--- config.mk ---
export PLATFORM = sky130hd
export DESIGN_NAME = anton_neopixel_frame_loader
export DESIGN_NICKNAME = d
export VERILOG_FILES = /design/src/rtl/anton_neopixel_frame_loader.sv
export SDC_FILE = /design/constraint.sdc
export NUM_CORES = 1
export LEC_CHECK = 0
export CORE_UTILIZATION = 43
export CTS_CLUSTER_SIZE = 16
export DETAILED_ROUTE_END_ITERATION = 8
export HOLD_SLACK_MARGIN = 0.08
export PLACE_DENSITY_LB_ADDON = 0.25
export RECOVER_POWER = 50
export SYNTH_ARGS = -nofsm -noshare
export SYNTH_HDL_FRONTEND = slang
export SYNTH_SLANG_ARGS = --single-unit
--- constraint.sdc ---
create_clock -name busClk -period 2.2 [get_ports busClk]
set_clock_uncertainty 0.2 [all_clocks]
set_input_delay 0.44 -clock busClk [delete_from_list [all_inputs] [get_ports busClk]]
set_output_delay 0.44 -clock busClk [all_outputs]
set_load 0.05 [all_outputs]
--- src/rtl/anton_neopixel_frame_loader.sv ---
// anton_neopixel_frame_loader
// Loads one frame of 24-bit RGB pixels into the NeoPixel controller's pixel
// buffer as packed 8-bit values. It then programs the max-count and control
// registers to start transmission. Before touching the buffer it polls the
// controller's run bit, so a frame that is still being shifted out is never
// overwritten.

module anton_neopixel_frame_loader #(
    parameter int PIXELS_MAX  = 66,
    parameter int PIXELS_BITS = $clog2(PIXELS_MAX)
) (
    input  logic        busClk,
    input  logic        busResetN,
    input  logic [23:0] streamData,
    input  logic        streamValid,
    input  logic        streamLast,
    output logic        streamReady,
    input  logic        cfgLoop,
    output logic [13:0] busAddr,
    output logic [7:0]  busDataOut,
    output logic        busWrite,
    output logic        busRead,
    input  logic [7:0]  busDataIn,
    output logic        busy,
    output logic        frameDone,
    output logic        overflow
);

    typedef enum logic [3:0] {
        IDLE,
        POLL_REQ,
        POLL_WAIT,
        FILL,
        DROP,
        WR_LO,
        WR_HI,
        WR_CTRL,
        DONE
    } state_t;

    // Controller register map (bit13 set selects the register space)
    localparam logic [13:0] ADDR_COUNT_LO = 14'h2000;
    localparam logic [13:0] ADDR_COUNT_HI = 14'h2001;
    localparam logic [13:0] ADDR_CTRL     = 14'h2002;

    localparam logic [PIXELS_BITS-1:0] LAST_INDEX = PIXELS_BITS'(PIXELS_MAX - 1);

    state_t                 state, state_nxt;
    logic [PIXELS_BITS-1:0] index, index_nxt;
    logic [15:0]            count, count_nxt;
    logic                   drop_seen, drop_seen_nxt;

    logic [13:0] addr_nxt;
    logic [7:0]  data_nxt;
    logic        write_nxt;
    logic        read_nxt;
    logic        busy_nxt;
    logic        frame_done_nxt;
    logic        overflow_nxt;

    logic        accept;
    logic [7:0]  packed_pixel;

    // The low-order colour bits and the other status bits are dropped on purpose.
    logic unused_bits;
    assign unused_bits = ^{streamData[20:16], streamData[12:8], streamData[5:0],
                           busDataIn[7:3], busDataIn[1:0]};

    // RGB888 to the controller's {B[7:6], G[7:5], R[7:5]} byte
    assign packed_pixel = {streamData[7:6], streamData[15:13], streamData[23:21]};

    // Ready is the only unregistered output: it decodes the current state
    assign streamReady = (state == FILL) || (state == DROP);
    assign accept      = streamValid && streamReady;

    // Next-state and next-output decode
    always_comb begin
        // NOTE: every signal assigned here gets a default first, so no path leaves it unassigned and no latch is inferred.
        state_nxt      = state;
        index_nxt      = index;
        count_nxt      = count;
        drop_seen_nxt  = drop_seen;
        addr_nxt       = busAddr;
        data_nxt       = busDataOut;
        write_nxt      = 1'b0;
        read_nxt       = 1'b0;
        frame_done_nxt = 1'b0;
        overflow_nxt   = 1'b0;

        case (state)
            IDLE: begin
                // The waiting beat is left in place; it is consumed in FILL
                if (streamValid) begin
                    state_nxt = POLL_REQ;
                end
            end

            POLL_REQ: begin
                read_nxt  = 1'b1;
                addr_nxt  = ADDR_CTRL;
                state_nxt = POLL_WAIT;
            end

            POLL_WAIT: begin
                // The run bit set means the controller is still shifting; ask again
                if (busDataIn[2]) begin
                    state_nxt = POLL_REQ;
                end else begin
                    index_nxt     = '0;
                    count_nxt     = '0;
                    drop_seen_nxt = 1'b0;
                    state_nxt     = FILL;
                end
            end

            FILL: begin
                if (accept) begin
                    write_nxt = 1'b1;
                    addr_nxt  = {1'b0, 13'(index)};
                    data_nxt  = packed_pixel;
                    index_nxt = index + PIXELS_BITS'(1);
                    count_nxt = 16'(index) + 16'd1;
                    // Last on exactly the final slot commits without passing through DROP
                    if (streamLast) begin
                        state_nxt = WR_LO;
                    end else if (index == LAST_INDEX) begin
                        state_nxt = DROP;
                    end
                end
            end

            DROP: begin
                if (accept) begin
                    if (!drop_seen) begin
                        overflow_nxt  = 1'b1;
                        drop_seen_nxt = 1'b1;
                    end
                    if (streamLast) begin
                        state_nxt = WR_LO;
                    end
                end
            end

            WR_LO: begin
                write_nxt = 1'b1;
                addr_nxt  = ADDR_COUNT_LO;
                data_nxt  = count[7:0];
                state_nxt = WR_HI;
            end

            WR_HI: begin
                write_nxt = 1'b1;
                addr_nxt  = ADDR_COUNT_HI;
                data_nxt  = count[15:8];
                state_nxt = WR_CTRL;
            end

            WR_CTRL: begin
                // {unused[7:5], 32bit=0, loop, run=1, limit=1, init=0}
                write_nxt = 1'b1;
                addr_nxt  = ADDR_CTRL;
                data_nxt  = {3'b000, 1'b0, cfgLoop, 1'b1, 1'b1, 1'b0};
                state_nxt = DONE;
            end

            DONE: begin
                frame_done_nxt = 1'b1;
                state_nxt      = IDLE;
            end

            default: begin
                state_nxt = IDLE;
            end
        endcase

        busy_nxt = (state_nxt != IDLE);
    end

    // State, frame bookkeeping and registered outputs
    always_ff @(posedge busClk or negedge busResetN) begin
        if (!busResetN) begin
            state      <= IDLE;
            index      <= '0;
            count      <= '0;
            drop_seen  <= 1'b0;
            busAddr    <= '0;
            busDataOut <= '0;
            busWrite   <= 1'b0;
            busRead    <= 1'b0;
            busy       <= 1'b0;
            frameDone  <= 1'b0;
            overflow   <= 1'b0;
        end else begin
            // NOTE: non-blocking assignments let every register sample the pre-edge values, which matches the flop hardware.
            state      <= state_nxt;
            index      <= index_nxt;
            count      <= count_nxt;
            drop_seen  <= drop_seen_nxt;
            busAddr    <= addr_nxt;
            busDataOut <= data_nxt;
            busWrite   <= write_nxt;
            busRead    <= read_nxt;
            busy       <= busy_nxt;
            frameDone  <= frame_done_nxt;
            overflow   <= overflow_nxt;
        end
    end

endmodule

==> impl_metrics.csv <==
group,metric,value,unit
clock_tree,clk_lat_worst_skew,0.29,ns
clock_tree,cts.reportedPaths.clkPinSlew,0.08,ns
die,fp-row-count,23,
timing,fin_crit_sh,0.957,
die,die-area,4600,um^2
clock_tree,h-tree-depth,2,
die,floorplan.io_pins,65,
synthesis,synth_edf_count,0,
die,fp.coreArea,4090,um^2
grt,grt_remaining_overflow,0,
clock_tree,clkSinkCount,34,
die,floorplan.initialDensity,0.456,
critical_path,critical-path-slowest-cell,"sky130_fd_sc_hd__clkdlybuf4s50_1",
synthesis,synthArstFlopShare,1.00,
critical_path,crit_required,1.56,ns
drt,drt_total_wl,4470,um
hold_path,holdCritPathClass,"reg2reg",
timing,tightestPinTransition,0.863,ns
power,power_leakage,1.03,nW
critical_path,timing.critical_path.cells,"clkdlybuf4s50_1",
clock_tree,tritoncts,"yes",
synthesis,syn-cell-area,1860,um^2
critical_path,endpoint_kind,"primary output",
timing,setup_viol_count_final,0,
clock_tree,root_buffer,"sky130_fd_sc_hd__clkbuf_8",
critical_path,timing_worst_setup_path_type,"reg2out",
power,power_consumption,3.47,mW
placed_design,dp_worst_setup_slack,0.0479,ns
synthesis,most_used_flip_flop_cell_after_synthesis,"sky130_fd_sc_hd__dfrtp_1",
cells_and_area,num-nets-final,265,
synthesis,synth.largest_area_cell,"sky130_fd_sc_hd__dfrtp_1",
synthesis,synthesized_area_divided_by_synthesized_cell_count,10.1,um^2
cells_and_area,antenna-diode-count,0,
grt,maximum_number_of_pins_on_one_net_before_global_route_repair,35,
synthesis,synthMostInstantiatedCell,"sky130_fd_sc_hd__dfrtp_1",
critical_path,worstPathArrival,1.46,ns
critical_path,cp_max_fo,2,
synthesis,netlist_instances,185,
synthesis,synth_sequential_area_ratio,0.457,
timing,finalMaxSlewViolations,0,
clock_tree,numCtsBuffers,5,
critical_path,cp_num_buf_inv,1,
placed_design,half_perimeter_wire_length_after_placement,3190,um
cells_and_area,seq_area,853,um^2
grt,antenna_found_initial,0,
timing,max_freq,475,MHz
timing,finalWorstSetupSlack,0.0956,ns
timing,timing.final.crit_period,2.10,ns
grt,grt_first_pass_wirelength,7140,um
timing,maxSlewHeadroom,0.424,
drt,wl_per_cell,16.1,um
timing,rsz0062_at_grt,"no",
synthesis,post_synth_num_cell_types,47,
power,power_density,1480,nW/um^2
drt,ant_nets,0,
timing,hold_slack,0.237,ns
timing,final_hold_viol_count,0,
drt,routed-via-count,1556,
cells_and_area,fraction_of_final_layout_cells_with_drive_strength_greater_than_1,0.128,
job,drv.max_cap_violation_count,0,
clock_tree,cts-root-to-sink-buffers,2,
cells_and_area,syn2layout_area_growth,25.5,%
cells_and_area,fin_util,0.572,
placed_design,total_of_buffers_placed_on_input_and_output_ports,35,
critical_path,timing.critical_path.max_delay_family,"buffers and inverters",
drt,detail_route.drc_violations,0,
timing,finalSetupTns,0,ns
synthesis,synth.top_cells.by_area,"sky130_fd_sc_hd__dfrtp_1 46%, sky130_fd_sc_hd__a22o_1 5.6%, sky130_fd_sc_hd__o21ai_0 3.8%",
synthesis,synth.ff_latch_count,34,
synthesis,synth.yosys.warnings,0,
grt,grt_pass1_vias,1489,
critical_path,worst_setup_path_start_kind,"register",
die,fp.dieW,67.8,um
drt,first_iter_violations,92,
cells_and_area,multi_input_area,851,um^2
synthesis,synthDominantCellAreaShare,0.457,
cells_and_area,filler_cell_count,371,
die,die_h,67.8,um
status,run_status,"finished clean",
power,ir_drop_worst_case_vdd,844,uV
synthesis,cell_types_with_the_highest_counts_after_synthesis,"34 x sky130_fd_sc_hd__dfrtp_1, 16 x sky130_fd_sc_hd__nor2_1, 14 x sky130_fd_sc_hd__o21ai_0",
drt,initial_drt_pass_iterations,5,
drt,avgViaCountPerCell,5.62,
placed_design,routabilityCongestion,0.872,
critical_path,slowest_delay,0.81,ns
grt,grt_util_all_layers,0.212,
## per-layer routing
layer | part of all wire | routed length (um) | GRT usage
met5 | 0 | 0 | 0
met4 | 0.0060 | 27 | 0.0547
met3 | 0.053 | 237 | 0.0683
met2 | 0.51 | 2290 | 0.349
met1 | 0.43 | 1910 | 0.268
## final timing paths
kind	from	to	slack [ns]	cells after the start
max in group asynchronous	busResetN	state[0]	0.62	2
setup / recovery	busAddr[1]	busAddr[1]	0.1	1
setup reg to reg	state[3]	busDataOut[2]	0.19	3
hold / removal	drop_seen	overflow	0.24	1
hold reg to reg	drop_seen	overflow	0.24	1
min in group asynchronous	busResetN	overflow	0.59	2
## layout by cell type, fill, tap and decap left out, types with 2 or more instances in the layout
master,count
sky130_fd_sc_hd__a22o_1,12
sky130_fd_sc_hd__clkdlybuf4s50_1,32
sky130_fd_sc_hd__dfrtp_2,2
sky130_fd_sc_hd__buf_4,9
sky130_fd_sc_hd__ha_1,2
sky130_fd_sc_hd__nor2_1,17
sky130_fd_sc_hd__clkbuf_1,3
sky130_fd_sc_hd__clkinv_2,2
sky130_fd_sc_hd__clkbuf_8,5
sky130_fd_sc_hd__inv_1,4
sky130_fd_sc_hd__o21ai_0,14
sky130_fd_sc_hd__and2_1,2
sky130_fd_sc_hd__o21ai_1,3
sky130_fd_sc_hd__dlygate4sd3_1,2
sky130_fd_sc_hd__nor3_1,2
sky130_fd_sc_hd__a21o_1,3
sky130_fd_sc_hd__nand3_1,5
sky130_fd_sc_hd__nand4_1,5
sky130_fd_sc_hd__nand2b_1,4
sky130_fd_sc_hd__and4_1,2
sky130_fd_sc_hd__a21oi_1,10
sky130_fd_sc_hd__nand2_1,12
sky130_fd_sc_hd__mux2_2,3
sky130_fd_sc_hd__xor2_1,5
sky130_fd_sc_hd__a2bb2oi_1,5
sky130_fd_sc_hd__conb_1,6
sky130_fd_sc_hd__dfrtp_1,32
## area by class of cell
type,instances,area share
flip-flops and latches,34,0.365
multi-input cells,132,0.364
repair buffers,48,0.190
clock buffers,5,0.0294
well taps,50,0.0268
clock inverters,3,0.0171
inverters,5,0.00803
## per-stage QoR
step	instance area, um^2	std cells
floorplan	1880	190
global placement	2260	269
detailed placement	2260	269
CTS	2370	277
global route	2340	277
finish	2340	277
## state kept, by name, indices dropped and copies added (netlist names)
register    flops
busAddr         8
state           4
busy            1
busDataOut      8
index           6
frameDone       1
overflow        1
drop_seen       1
busWrite        1
busRead         1
count           2
## cells by family after synthesis
group,after synthesis,synth area share
xor+xnor,5,0.0235
other cells,1,0.00201
buf+inv,24,0.0839
compound gates,55,0.203
mux,5,0.0295
flops,34,0.457
fa+ha+maj,2,0.0134
simple gates,59,0.187
## power by group
part,internal (mW),switching [mW]
clock,0.333,0.228
sequential,0.823,0.194
combinational,0.747,1.14
## repair_timing
action,CTS,global route
hold buffers,0,0
buffers inserted,0,0
setup endpoints to repair,1,1
resized for setup,1,1
(Power assumes the default switching activity.)
